[config.mk]
export PLATFORM = sky130hd
export DESIGN_NAME = mem_access_unit
export DESIGN_NICKNAME = d
export VERILOG_FILES = /design/src/rtl/mem_access_unit.sv
export SDC_FILE = /design/constraint.sdc
export NUM_CORES = 1
export LEC_CHECK = 0
export ABC_AREA = 1
export CORE_ASPECT_RATIO = 1.2
export CORE_MARGIN = 1.5
export CORE_UTILIZATION = 40
export CTS_CLUSTER_SIZE = 40
export DETAILED_ROUTE_END_ITERATION = 7
export MAX_ROUTING_LAYER = met4
export PLACE_DENSITY_LB_ADDON = 0.25
export SLEW_MARGIN = 15
export SYNTH_ARGS = -nofsm -noshare
export SYNTH_HDL_FRONTEND = slang
export SYNTH_SLANG_ARGS = --single-unit
[constraint.sdc]
create_clock -name clk_i -period 3.2 [get_ports clk_i]
set_input_delay 0.48 -clock clk_i [delete_from_list [all_inputs] [get_ports clk_i]]
set_output_delay 0.48 -clock clk_i [all_outputs]
set_load 0.02 [all_outputs]
[src/rtl/mem_access_unit.sv]
// rtl/mem_access_unit.sv - memory-stage load/store unit, one data-memory transaction at a time
module mem_access_unit (
  input  logic        clk_i,
  input  logic        rst_i,
  input  logic        req_valid_i,
  input  logic        req_we_i,
  input  logic [1:0]  req_size_i,
  input  logic        req_unsigned_i,
  input  logic [31:0] req_addr_i,
  input  logic [31:0] req_wdata_i,
  input  logic [4:0]  req_rd_i,
  output logic        stall_o,
  output logic        dmem_req_o,
  output logic        dmem_we_o,
  output logic [31:0] dmem_addr_o,
  output logic [3:0]  dmem_be_o,
  output logic [31:0] dmem_wdata_o,
  input  logic        dmem_gnt_i,
  input  logic        dmem_rvalid_i,
  input  logic [31:0] dmem_rdata_i,
  output logic        wb_valid_o,
  output logic [4:0]  wb_rd_o,
  output logic [31:0] wb_data_o,
  output logic        err_o
);

  typedef enum logic [1:0] {IDLE, REQ, WAIT, ERR} state_t;

  state_t      state_q, state_d;
  logic        cap_we, cap_unsigned;
  logic [1:0]  cap_size;
  logic [31:0] cap_addr, cap_wdata;
  logic [4:0]  cap_rd;
  logic        misaligned;
  logic [3:0]  lane_be;
  logic [31:0] lane_wdata, shifted, load_data;

  always_comb begin
    misaligned = (req_size_i == 2'b11)
               | ((req_size_i == 2'b01) & req_addr_i[0])
               | ((req_size_i == 2'b10) & (req_addr_i[1:0] != 2'b00));
  end

  always_comb begin
    state_d = state_q;
    case (state_q)
      IDLE: if (req_valid_i) state_d = misaligned ? ERR : REQ;
      REQ:  if (dmem_gnt_i) state_d = cap_we ? IDLE : WAIT;
      WAIT: if (dmem_rvalid_i) state_d = IDLE;
      ERR:  state_d = IDLE;
      default: state_d = IDLE;
    endcase
  end

  always_ff @(posedge clk_i) begin
    if (rst_i) begin
      state_q      <= IDLE;
      cap_we       <= 1'b0;
      cap_size     <= 2'b00;
      cap_unsigned <= 1'b0;
      cap_addr     <= '0;
      cap_wdata    <= '0;
      cap_rd       <= '0;
    end else begin
      state_q <= state_d;
      if (state_q == IDLE && req_valid_i) begin
        cap_we       <= req_we_i;
        cap_size     <= req_size_i;
        cap_unsigned <= req_unsigned_i;
        cap_addr     <= req_addr_i;
        cap_wdata    <= req_wdata_i;
        cap_rd       <= req_rd_i;
      end
    end
  end

  // Store lanes: sub-word data is replicated so the enabled lane always carries it.
  always_comb begin
    lane_be    = 4'b1111;
    lane_wdata = cap_wdata;
    if (cap_we) begin
      case (cap_size)
        2'b00: begin
          lane_be    = 4'b0001 << cap_addr[1:0];
          lane_wdata = {4{cap_wdata[7:0]}};
        end
        2'b01: begin
          lane_be    = 4'b0011 << {cap_addr[1], 1'b0};
          lane_wdata = {2{cap_wdata[15:0]}};
        end
        default: begin
          lane_be    = 4'b1111;
          lane_wdata = cap_wdata;
        end
      endcase
    end
  end

  always_comb begin
    stall_o      = (state_q != IDLE);
    err_o        = (state_q == ERR);
    dmem_req_o   = (state_q == REQ);
    dmem_we_o    = dmem_req_o & cap_we;
    dmem_addr_o  = dmem_req_o ? {cap_addr[31:2], 2'b00} : 32'h0;
    dmem_be_o    = dmem_req_o ? lane_be : 4'b0000;
    dmem_wdata_o = dmem_req_o ? lane_wdata : 32'h0;
  end

  always_comb begin
    shifted = dmem_rdata_i >> {cap_addr[1:0], 3'b000};
    case (cap_size)
      2'b00:   load_data = {{24{~cap_unsigned & shifted[7]}}, shifted[7:0]};
      2'b01:   load_data = {{16{~cap_unsigned & shifted[15]}}, shifted[15:0]};
      default: load_data = shifted;
    endcase
  end

  // Loads targeting x0 still complete on the bus but never signal writeback.
  always_ff @(posedge clk_i) begin
    if (rst_i) begin
      wb_valid_o <= 1'b0;
      wb_rd_o    <= '0;
      wb_data_o  <= '0;
    end else begin
      wb_valid_o <= (state_q == WAIT) && dmem_rvalid_i && (cap_rd != 5'd0);
      if (state_q == WAIT && dmem_rvalid_i) begin
        wb_rd_o   <= cap_rd;
        wb_data_o <= load_data;
      end
    end
  end

endmodule

==> qor.yml <==
clock_latency_ps: 400
period_share_pct: 88.2
std_cell_rows: 46
final_util_pct: 62.5
routabilityCongestion: 0.899
cts_setup_buffers: 0
drc: 0
core-area_sq_um: 13400
ios: 220
holdPathStages: 2
fin_area_sq_um: 8350
p_leak_nw: 3.47
start_util_pct: 41.2
dp_hpwl_microns: 12300
yosysTopAreaCellShare_pct: 41.1
hold_class: "flip-flop to flip-flop"
cts_resized: 0
antenna_found_initial: 0
r2r_end: "cap_wdata[10]$_SDFFE_PP0P_"
power.total_mw: 4.66
ys_ff_latch: 113
grt_max_degree: 54
synthTopCellsByArea: "dfxtp_1 41%, o21ai_0 9.6%, nand2_1 8.9%, a21oi_1 8.0%, nor2_1 7.7%"
setup_tns_ps: 0
max_freq_ghz: 0.354
finalNetCount: 1122
vias_per_cell: 5.00
syn_area_per_cell_sq_um: 6.71
relSlewSlack_pct: 59.7
fp.dieH_microns: 131
ys_types: 27
grt_pass1_vias: 5644
antenna_left: 0
peakVddDrop_v: 0.000304
clkSinkCount: 113
die_w_microns: 110
seq_area_frac_synth_pct: 41.1
critical_path_class: "flip-flop to output port"
r2r-start: "state_q[1]$_SDFFE_PP0P_"
worstMarginPinSlew_ps: 603
clockRootBuffer: "clkbuf_16"
cts_tree: "done"
final_common_cell: "clkdlybuf4s50_1"
yosys_warnings: 0
grt_pass1_wl_microns: 27300
grt_overflow: 0
clkTransAtPathRegs_ps: 50
dieArea_sq_um: 14500
finalSetupViolCount: 0
rsz0062_at_grt: "false"
netlist_area_sq_um: 5500
whs_endpoint: "cap_addr[10]$_SDFFE_PP0P_"
start_kind: "flip-flop"
wl_microns: 17600
cts_made_buffers: 17
period_needed_ps: 2820
hold_viol_final: 0
n_antenna_cell: 0
drive_above_1_share_pct: 6.84
cp-end-kind: "output port"
synthCells: 820
rr_worst_depth: 7
cts.path.max_buffers: 2
status: "completed"
max_cap_violations: 0
place_area_sq_um: 7750
min_from: "cap_addr[10]$_SDFFE_PP0P_"
ctsHoldBuffers: 0
synth_area_leader_cell: "dfxtp_1"
arrival_ps: 2340
vias: 5950
final_cell_mix: "217 x clkdlybuf4s50_1, 129 x nand2_1, 113 x nor2_1, 113 x dfxtp_1, 105 x o21ai_0"
wl_per_cell_microns: 14.8
htree_levels: 4
synthToLayoutAreaGrowth_pct: 51.8
p_per_area_nw_per_um2: 558
pre_cts_slack_ps: 810
r2r_slack_ps: 1220
timing.hold.ws_ps: 449
cp_max_fo: 14
initialDrtViolationCount: 421
final_max_slew_viol_count: 0
dpl.cell_count: 1161
finClkSkew_ps: 3.85
firstDrtPassIters: 5
fin_ws_ps: 379
final_cells: 1191
cp.required_ps: 2720
port_buffers: 217
globalRouteTotalUtil_pct: 24.9
## synth_stat cells
| cell | count |
|---|---|
| o21a_1 | 32 |
| a21oi_2 | 2 |
| nand2_2 | 1 |
| dfxtp_1 | 113 |
| inv_1 | 88 |
| a21oi_1 | 88 |
| nand3_1 | 51 |
| nor3_1 | 1 |
| buf_6 | 3 |
| buf_2 | 19 |
| a31oi_1 | 2 |
| a211oi_1 | 1 |
| o21ai_0 | 105 |
| buf_4 | 6 |
| conb_1 | 1 |
| nand3_2 | 2 |
| nor2_1 | 113 |
| or2_2 | 7 |
| inv_2 | 7 |
| nor2_2 | 4 |
| o31ai_1 | 5 |
| clkbuf_1 | 29 |
| clkbuf_2 | 1 |
| buf_1 | 3 |
| nand4_1 | 1 |
| o21ai_1 | 5 |
| nand2_1 | 130 |
## where the power goes
| part | internal (mW) | total, mW | switching [mW] | leakage, nW |
|---|---|---|---|---|
| logic | 0.464 | 1.11 | 0.643 | 2.26 |
| clock network | 1.27 | 1.92 | 0.653 | 0.286 |
| registers | 1.56 | 1.63 | 0.0743 | 0.930 |
## sequential cells by signal, summed over array words and instances, names as in the netlist
name          cells
cap_addr         32
cap_rd            5
cap_size          2
cap_unsigned      1
cap_wdata        32
cap_we            1
state_q           2
wb_data_o        32
wb_rd_o           5
wb_valid_o        1
## worst max-delay path, cell delays in order, from the launching register on
cell             delay (ps)
dfxtp_1                 320
inv_1                    80
nor2_2                  120
inv_2                   110
nor2_2                  440
nand2_1                 110
o31ai_1                 100
clkdlybuf4s50_1         650
## worst max-delay path by stage
stage                                  startpoint          endpoint  slack, ps  cells past startpoint
after floorplan           state_q[1]$_SDFFE_PP0P_  dmem_wdata_o[30]       1320                      5
after global placement        cap_we$_SDFFE_PP0P_  dmem_wdata_o[14]        840                      7
after detailed placement      cap_we$_SDFFE_PP0P_  dmem_wdata_o[30]        810                      7
after CTS                     cap_we$_SDFFE_PP0P_  dmem_wdata_o[30]        380                      7
after global routing          cap_we$_SDFFE_PP0P_  dmem_wdata_o[10]        190                      7
final                         cap_we$_SDFFE_PP0P_  dmem_wdata_o[13]        380                      7
## metal layers
metal / track usage (%) / up-vias / share of wire, %
met2: 41.9 / 231 / 49
met3: 6.25 / 22 / 8.1
met1: 28.6 / 2674 / 41
li1: - / 3023 / -
met4: 7.86 / 0 / 1.7
met5: - / - / 0
## logic make-up (layout without fill, tap and decap cells)
family	count (synthesis)	count (layout)	synth area share, %
buffers and inverters	156	358	11.9
other	1	2	0.0682
AO/OA/AOI/OAI	240	240	23.7
flip-flops	113	113	41.1
AND/OR/NAND/NOR	310	310	23.2
## layout make-up
cell class	count	area, sq um
clock inverters	10	135
flip-flops and latches	113	2260
repair buffers	233	2330
fillers	1278	5000
inverters	95	358
clock buffers	20	467
well taps	168	210
multi-input cells	552	2590
(Power assumes the default switching activity.)
